<file path="src/rtl/slide_game_ctrl_pkg.sv">
// Shared definitions for the sliding-LED reaction game.
//   state_t / ST_*  : controller state encoding
//   TARGET_POS      : LED position that scores a hit
//   LAST_POS        : last LED position before wrapping
//   MAX_SCORE       : score that wins the game
//   level_of()      : difficulty level = number of set difficulty switches
//   step_period_m1(): step timer reload value for a given level
package slide_game_ctrl_pkg;

    localparam int unsigned NUM_LEDS = 7;
    localparam int unsigned POS_W    = 3;
    localparam int unsigned SCORE_W  = 4;
    localparam int unsigned MISS_W   = 2;
    localparam int unsigned TMR_W    = 32;

    typedef logic [1:0] state_t;

    localparam state_t ST_IDLE  = 2'd0;
    localparam state_t ST_RUN   = 2'd1;
    localparam state_t ST_FLASH = 2'd2;
    localparam state_t ST_OVER  = 2'd3;

    localparam logic [POS_W-1:0]   TARGET_POS = 3'd0;
    localparam logic [POS_W-1:0]   LAST_POS   = 3'd6;
    localparam logic [SCORE_W-1:0] MAX_SCORE  = 4'd9;

    // Popcount of the difficulty switches.
    function automatic logic [POS_W-1:0] level_of(input logic [NUM_LEDS-1:0] sw);
        logic [POS_W-1:0] n;
        n = '0;
        for (int i = 0; i < NUM_LEDS; i++) begin
            n = n + POS_W'(sw[i]);
        end
        return n;
    endfunction

    // Timer reload for one step: base*(8-level) cycles, minus one for the zero cycle.
    function automatic logic [TMR_W-1:0] step_period_m1(input logic [TMR_W-1:0] base,
                                                        input logic [POS_W-1:0] lvl);
        return (base * (32'd8 - TMR_W'(lvl))) - 32'd1;
    endfunction

endpackage

</file>
<file path="src/rtl/slide_game_ctrl_step_timer.sv">
// Loadable down-counter with a one-cycle expiry strobe.
//   clk, reset     : clock, async active-low reset
//   load, load_val : restart the count; expiry occurs load_val+1 cycles later
//   expired_c      : high for the single cycle the count sits at zero
module slide_game_ctrl_step_timer #(
    parameter int unsigned W = 32
) (
    input  logic         clk,
    input  logic         reset,
    input  logic         load,
    input  logic [W-1:0] load_val,
    output logic         expired_c
);

    logic [W-1:0] cnt;
    logic         active;

    // Count down once per cycle; go idle after reaching zero unless reloaded.
    always_ff @(posedge clk or negedge reset) begin
        if (!reset) begin
            cnt    <= '0;
            active <= 1'b0;
        end else if (load) begin
            cnt    <= load_val;
            active <= 1'b1;
        end else if (active) begin
            if (cnt == '0) begin
                active <= 1'b0;
            end else begin
                cnt <= cnt - W'(1);
            end
        end
    end

    assign expired_c = active && (cnt == '0);

endmodule

</file>
<file path="src/rtl/slide_game_ctrl.sv">
// Sliding-LED reaction game controller.
//   clk, reset : clock, async active-low reset
//   start      : begin/restart a game (accepted in IDLE or OVER)
//   btn_pulse  : one pulse per debounced button press
//   diff       : difficulty switches, level = popcount latched at start
//   led        : one-hot sliding LED (led[0] is the target), all-on while flashing
//   score      : hit count 0..9
//   misses     : miss count
//   game_over  : high in OVER
//   win        : high in OVER when the game ended on score 9
module slide_game_ctrl
    import slide_game_ctrl_pkg::*;
#(
    parameter int unsigned STEP_BASE    = 3000000,
    parameter int unsigned FLASH_CYCLES = 12000000,
    parameter int unsigned MAX_MISS     = 3
) (
    input  logic                clk,
    input  logic                reset,
    input  logic                start,
    input  logic                btn_pulse,
    input  logic [NUM_LEDS-1:0] diff,
    output logic [NUM_LEDS-1:0] led,
    output logic [SCORE_W-1:0]  score,
    output logic [MISS_W-1:0]   misses,
    output logic                game_over,
    output logic                win
);

    localparam logic [TMR_W-1:0] FLASH_M1 = TMR_W'(FLASH_CYCLES) - 32'd1;

    state_t              state, state_n;
    logic [POS_W-1:0]    pos, pos_n;
    logic [POS_W-1:0]    level, level_n;
    logic [SCORE_W-1:0]  score_n;
    logic [MISS_W-1:0]   misses_n;
    logic                win_n;
    logic                game_over_n;
    logic [NUM_LEDS-1:0] led_n;

    logic                tmr_load;
    logic [TMR_W-1:0]    tmr_val;
    logic                tmr_expired_c;
    logic [TMR_W-1:0]    start_period_m1;
    logic [TMR_W-1:0]    run_period_m1;

    // One timer serves both the LED step and the hit flash; they never overlap.
    slide_game_ctrl_step_timer #(
        .W (TMR_W)
    ) u_timer (
        .clk       (clk),
        .reset     (reset),
        .load      (tmr_load),
        .load_val  (tmr_val),
        .expired_c (tmr_expired_c)
    );

    assign start_period_m1 = step_period_m1(TMR_W'(STEP_BASE), level_of(diff));
    assign run_period_m1   = step_period_m1(TMR_W'(STEP_BASE), level);

    // State and registered outputs.
    always_ff @(posedge clk or negedge reset) begin
        if (!reset) begin
            state     <= ST_IDLE;
            pos       <= TARGET_POS;
            level     <= '0;
            score     <= '0;
            misses    <= '0;
            win       <= 1'b0;
            game_over <= 1'b0;
            led       <= '0;
        end else begin
            state     <= state_n;
            pos       <= pos_n;
            level     <= level_n;
            score     <= score_n;
            misses    <= misses_n;
            win       <= win_n;
            game_over <= game_over_n;
            led       <= led_n;
        end
    end

    // Next state, next output values and timer control.
    always_comb begin
        state_n     = state;
        pos_n       = pos;
        level_n     = level;
        score_n     = score;
        misses_n    = misses;
        win_n       = win;
        game_over_n = 1'b0;
        led_n       = '0;
        tmr_load    = 1'b0;
        tmr_val     = '0;

        case (state)
            ST_IDLE, ST_OVER: begin
                if (start) begin
                    state_n  = ST_RUN;
                    pos_n    = TARGET_POS;
                    level_n  = level_of(diff);
                    score_n  = '0;
                    misses_n = '0;
                    win_n    = 1'b0;
                    tmr_load = 1'b1;
                    tmr_val  = start_period_m1;
                end
            end
            ST_RUN: begin
                if (btn_pulse && (pos == TARGET_POS)) begin
                    // A hit wins over a coincident step: pos stays at the target.
                    score_n = score + 4'd1;
                    if (score_n == MAX_SCORE) begin
                        state_n = ST_OVER;
                        win_n   = 1'b1;
                    end else begin
                        state_n  = ST_FLASH;
                        tmr_load = 1'b1;
                        tmr_val  = FLASH_M1;
                    end
                end else begin
                    if (btn_pulse) begin
                        misses_n = misses + 2'd1;
                        if (misses_n == MISS_W'(MAX_MISS)) begin
                            state_n = ST_OVER;
                        end
                    end
                    if (tmr_expired_c) begin
                        pos_n    = (pos == LAST_POS) ? TARGET_POS : pos + 3'd1;
                        tmr_load = 1'b1;
                        tmr_val  = run_period_m1;
                    end
                end
            end
            ST_FLASH: begin
                if (tmr_expired_c) begin
                    state_n  = ST_RUN;
                    pos_n    = TARGET_POS;
                    tmr_load = 1'b1;
                    tmr_val  = run_period_m1;
                end
            end
            default: begin
                state_n = ST_IDLE;
            end
        endcase

        // Outputs follow the next state so they land together with it.
        case (state_n)
            ST_RUN:   led_n = 7'd1 << pos_n;
            ST_FLASH: led_n = 7'h7F;
            default:  led_n = '0;
        endcase
        game_over_n = (state_n == ST_OVER);
    end

endmodule
</file>
<file path="config.mk">
export PLATFORM = sky130hd
export DESIGN_NAME = slide_game_ctrl
export DESIGN_NICKNAME = d
export VERILOG_FILES = /design/src/rtl/slide_game_ctrl_pkg.sv /design/src/rtl/slide_game_ctrl_step_timer.sv /design/src/rtl/slide_game_ctrl.sv
export SDC_FILE = /design/constraint.sdc
export NUM_CORES = 1
export LEC_CHECK = 0
export ABC_AREA = 1
export CAP_MARGIN = 15
export CORE_ASPECT_RATIO = 0.6
export CORE_UTILIZATION = 40
export DETAILED_ROUTE_END_ITERATION = 8
export GPL_TIMING_DRIVEN = 0
export PLACE_DENSITY = 0.57
export SLEW_MARGIN = 20
export SYNTH_ARGS = -nofsm -noshare
export SYNTH_HDL_FRONTEND = slang
export SYNTH_SLANG_ARGS = --single-unit
export TNS_END_PERCENT = 5
</file>
<file path="constraint.sdc">
create_clock -name clk -period 10.4 [get_ports clk]
set_clock_uncertainty 0.05 [all_clocks]
set_input_delay 2.08 -clock clk [delete_from_list [all_inputs] [get_ports clk]]
set_output_delay 2.08 -clock clk [all_outputs]
set_load 0.05 [all_outputs]
</file>
Word-level counts from Yosys, hierarchy flattened
Index checks and enable logic that the tools add are counted.

cells by class
  multiply operators = 2
  add/subtract/negate cells = 14
  shift-type cells = 1
  reductions and logical operators = 13
  muxes and demuxes = 41
  eq/ne operators = 15

operators by type and width
  kind                      number
  $mux W32                  6
  $pmux W32 S3              1
  $sub A32 B1 Y32 const B   3
  $mul A16 B32 Y26 const A  2
  $logic_not A32 Y1         1
  $mux W24                  1
  $mux W2                   8
  $mux W3                   5
  $pmux W7 S2               1
  $add A3 B1 Y3             4
  $ne A2 B2 Y1 const B      6
  $mux W1                   11
  $eq A2 B2 Y1 const B      5
  $sub A4 B3 Y5 const A     2
  $pmux W3 S3               1
  $mux W4                   2
  $pmux W4 S2               1
  $reduce_and A4 Y1         2
  $shl A1 B3 Y7 const A     1
  $pmux W2 S3               1
  $add A4 B1 Y4 const B     1
  $eq A2 B1 Y1 const B      2
  $eq A4 B4 Y1 const B      1
  $pmux W2 S2               1
  other kinds (14)          17

storage, ports and cells
  logic and storage cells = 96
  flip-flop bits (word level) = 56

Longest topological paths before layout
  word-level depth = 12
  gate-level depth with buffers = 32

Modules after synthesis
Synthesis repeated with hierarchy kept, for this count alone.

unflattened totals
  cell total of the unflattened synthesis = 1289
  area total of the unflattened synthesis = 8446.9 um^2

by module, submodules not included
  module                      times used  area an instance (um^2)  cells each
  slide_game_ctrl             1           5864.4                   860
  slide_game_ctrl_step_timer  1           2582.5                   429

Worst setup path before layout
Ideal clock, no wire load.

  path type = input -> register
  start point = in diff[0]
  end point = reg u_timer.cnt[24]
  path buffers = 0
  stages = 25
  required time = 10237 ps
  path slack = 2590 ps
  data arrival time = 7647 ps
  setup time = 113 ps
  cell sequence = fa_1 inv_1 fa_1 fa_1 inv_1 fa_1 inv_1 ha_1 xor2_1 inv_1 ha_1 ha_1 ha_1 ha_1 ha_1 ha_1 ha_1 a21oi_1 o21a_1 nand2_1 or2_2 nand3_1 nand3_1 nand2_1 inv_1

on the way
  word-level cells in the longest chain between the ends = 12

RTL lines
  element                      line                              source
  from (decl)                  slide_game_ctrl.sv:22             input logic [NUM_LEDS-1:0] diff,
  $add A1 B1 Y2                slide_game_ctrl_pkg.sv:32         n = n + POS_W'(sw[i]);
  $add A2 B1 Y3                slide_game_ctrl_pkg.sv:32
  $add A3 B1 Y3 (4 in series)  slide_game_ctrl_pkg.sv:32
  $sub A4 B3 Y5                slide_game_ctrl_pkg.sv:40         return (base * (32'd8 - TMR_W'(lvl))) - 32'd1;
  $mul A16 B32 Y26             slide_game_ctrl_pkg.sv:40
  $sub A32 B1 Y32              slide_game_ctrl_pkg.sv:40
  $mux W32                     slide_game_ctrl.sv:99             if (start) begin
  $pmux W32 S3                 slide_game_ctrl.sv:97             case (state)
  $mux W32                     slide_game_ctrl_step_timer.sv:23  end else if (load) begin
  to (signal assigned)         slide_game_ctrl_step_timer.sv:24  cnt <= load_val;
  to (signal assigned)         slide_game_ctrl_step_timer.sv:30  cnt <= cnt - W'(1);
  to (decl)                    slide_game_ctrl_step_timer.sv:15  logic [W-1:0] cnt;

No other way between the ends.
A chain may end at the register's enable or synchronous reset.

Worst setup path after layout
  start point = in diff[0]
  end point = reg u_timer.cnt[22]

Same word-level chain as after synthesis.

==> results.cfg <==
[die]
die_area_um2 = 18600
die_width_um = 175
core_area_um2 = 17400
ioPinCount = 26
rows = 37
die_y_um = 106
start_util_pct = 41.5

[grt]
antenna_found_initial = 0
first_global_vias = 6043
grt_max_degree = 42
grt_pass1_wl_um = 32300
grt-ovfl-total = 0
grt.total_usage_pct = 22.0

[drt]
viasPerCell = 5.10
wl_per_cell_um = 15.3
drc_errors = 0
drt_iter0_markers = 595
vias = 6513
ant_nets = 0
wirelength_um = 19600
first_pass_iters = 5

[critical_path]
crit_start = diff[0]
rrSetupSlack_ns = 4.56
critPathLaunchType = input pin
cp_max_fo = 6
worstPathArrival_ns = 8.93
critical_path_class = input pin to flip-flop
rr_startpoint = level[0]
reg2reg_depth = 23
cp-end-kind = flip-flop
critPathRequiredTime_ns = 10.57
rr_endpoint = u_timer.cnt[25]

[finish]
antenna_cells = 0
seqCellArea_um2 = 1400
multiInputGateArea_um2 = 5190
final_nets = 1200
nFillCells = 1800
final_layout_size_suffix_gt1_share_pct = 6.51
syn_to_final_growth_pct = 9.95

[clock_tree]
cts-root-buf = clkbuf_16
clock_latency_ns = 0.30
ctsHoldBuffers = 0
clock_path_buffers = 2
numCtsBuffers = 5
tritoncts = yes
clock-sinks = 56
postCtsResizedCells = 0
postCtsSetupBuffers = 0
path_clk_slew_ns = 0.08
htree_levels = 2

[synthesis]
synth_enable_flop_cells = 0
yosysWarnings = 0
synth_cell_types = 50
syn_area_per_cell_um2 = 7.15
seq_area_frac_synth_pct = 19.4
synth_top_area_share_pct = 23.0
async_flop_share_pct = 100
synth.area.top_cells = ha_1 (23%), dfrtp_1 (19%), nand2_1 (13%), inv_1 (7.1%), nand3_1 (5.7%)
synth_nets = 1167
ys.flop_type = dfrtp_1
synthCells = 1010
ys_ff_latch = 56
netlist_area_um2 = 7220
yosys.area.top_type = ha_1

[min_path]
hold_path_end = u_timer.cnt[5]
hold_path_class = flip-flop to flip-flop
hold_depth = 1
min_from = u_timer.cnt[5]

[sta]
clock.fmax_ghz = 0.114
whs_ns = 0.461
timing.final.crit_share_pct = 84.2
setup_viol = 0
slew_headroom_pct = 54.5
rsz0062_at_grt = no
final-hold-violation-count = 0
drv_slew = 0
period_needed_ns = 8.75
setup_tns_ns = 0
tightest_slew_ns = 0.674
worst_slack_ns = 1.65

[job]
drv_cap = 0

[place]
port_buffers = 25
gp_congestion = 0.902
place_hpwl_um = 16200
pre_cts_slack_ns = 1.44

[status]
status = finished clean
[per-layer routing]
| metal | global-route usage, % | vias up | part of all wire, % |
|---|---|---|---|
| met5 | 0 | - | 0 |
| met4 | 1.74 | 0 | 0.28 |
| met3 | 3.79 | 4 | 6.1 |
| met2 | 28.3 | 164 | 35 |
| met1 | 37.3 | 2941 | 58 |
| li1 | - | 3404 | - |
[worst max path at each step]
stage                 endpoint  slack, ns  depth (start not counted)
6_report       u_timer.cnt[22]       1.65                         25
5_1_grt        u_timer.cnt[22]       1.26                         25
4_1_cts        u_timer.cnt[22]       1.74                         25
3_5_place_dp   u_timer.cnt[22]       1.44                         25
3_3_place_gp   u_timer.cnt[22]       1.48                         25
2_1_floorplan  u_timer.cnt[24]       2.59                         25
[worst max-delay path, cell delays in order]
cell,delay [ns]
clkdlybuf4s50_1,0.43
fa_1,0.53
inv_1,0.05
fa_1,0.44
fa_1,0.37
inv_1,0.07
fa_1,0.54
inv_1,0.24
ha_1,0.20
xor2_1,0.21
inv_1,0.16
ha_1,0.39
ha_1,0.31
ha_1,0.35
ha_1,0.31
ha_1,0.29
ha_1,0.29
ha_1,0.36
a21oi_1,0.37
nand2_1,0.09
nand2_1,0.06
nand2_1,0.12
o21ai_0,0.37
a21oi_1,0.11
o21ai_0,0.17
[placed cells by master, fill, tap and decap left out, types with 5 or more instances in the layout]
| cell | instances |
|---|---|
| nor3_1 | 12 |
| fa_1 | 13 |
| nor2_4 | 5 |
| inv_2 | 5 |
| o21ai_1 | 7 |
| nand2_1 | 241 |
| o21ai_0 | 36 |
| a31oi_1 | 6 |
| buf_2 | 6 |
| clkbuf_1 | 5 |
| nand2_2 | 8 |
| nand4_1 | 19 |
| o211ai_1 | 9 |
| nor2_1 | 81 |
| nand3_2 | 5 |
| nand3b_1 | 6 |
| clkbuf_16 | 5 |
| a21oi_1 | 49 |
| ha_1 | 133 |
| xor2_1 | 26 |
| xnor2_1 | 12 |
| nand3_1 | 82 |
| nor2_2 | 10 |
| dfrtp_1 | 56 |
| inv_1 | 137 |
| clkdlybuf4s50_1 | 24 |
[registers in the layout (all words and copies together), names as in the netlist, 2 cells and up]
| name | cells |
|---|---|
| level | 3 |
| u_timer.cnt | 32 |
| pos | 3 |
| score | 4 |
| misses | 2 |
| led | 7 |
| state | 2 |
[synthesized netlist by cell type, types with 3 or more instances]
library cell    n
or2_2           4
inv_2           5
o21ai_1         7
a21oi_1        49
buf_2           6
nand3b_1        6
nand3_2         5
nand2_2         8
nor2_4          5
nor2_1         81
nand4_1        19
o211ai_1        9
inv_1         137
o21ai_2         3
nor2_2         10
fa_1           13
o21ai_0        36
dfrtp_1        56
nor3_1         12
a31oi_1         6
nand3_1        82
xor2_1         26
clkbuf_1        4
o31ai_1         3
nand2_1       241
ha_1          133
xnor2_1        12
[cell families after synthesis]
kind of cell	Yosys count	synth area share, %
buf+inv	157	8.65
simple gates	481	29.9
compound gates	132	10.8
fa+ha+maj	146	26.7
xor+xnor	38	4.61
flops	56	19.4
[through the flow]
step | util (%) | cells | cell area [µm²]
2_1_floorplan | - | 1010 | 7220
3_3_place_gp | 44.6 | 1269 | 7760
3_5_place_dp | 44.7 | 1270 | 7790
4_1_cts | 45.6 | 1278 | 7940
5_1_grt | 45.6 | 1278 | 7940
6_report | 45.6 | 1278 | 7940
[layout make-up]
type / count / share of cell area [%]
Timing Repair Buffer: 26 / 3.47
Inverter: 144 / 6.82
Multi-Input combinational cell: 797 / 65.4
Tap cell: 234 / 3.69
Clock inverter: 1 / 0.0946
Sequential cell: 56 / 17.7
Buffer: 13 / 1.04
Clock buffer: 7 / 1.80
Power is left out: the tool's default activity adds up to more than one toggle a clock period on the data nets, which glitch-free logic cannot reach.
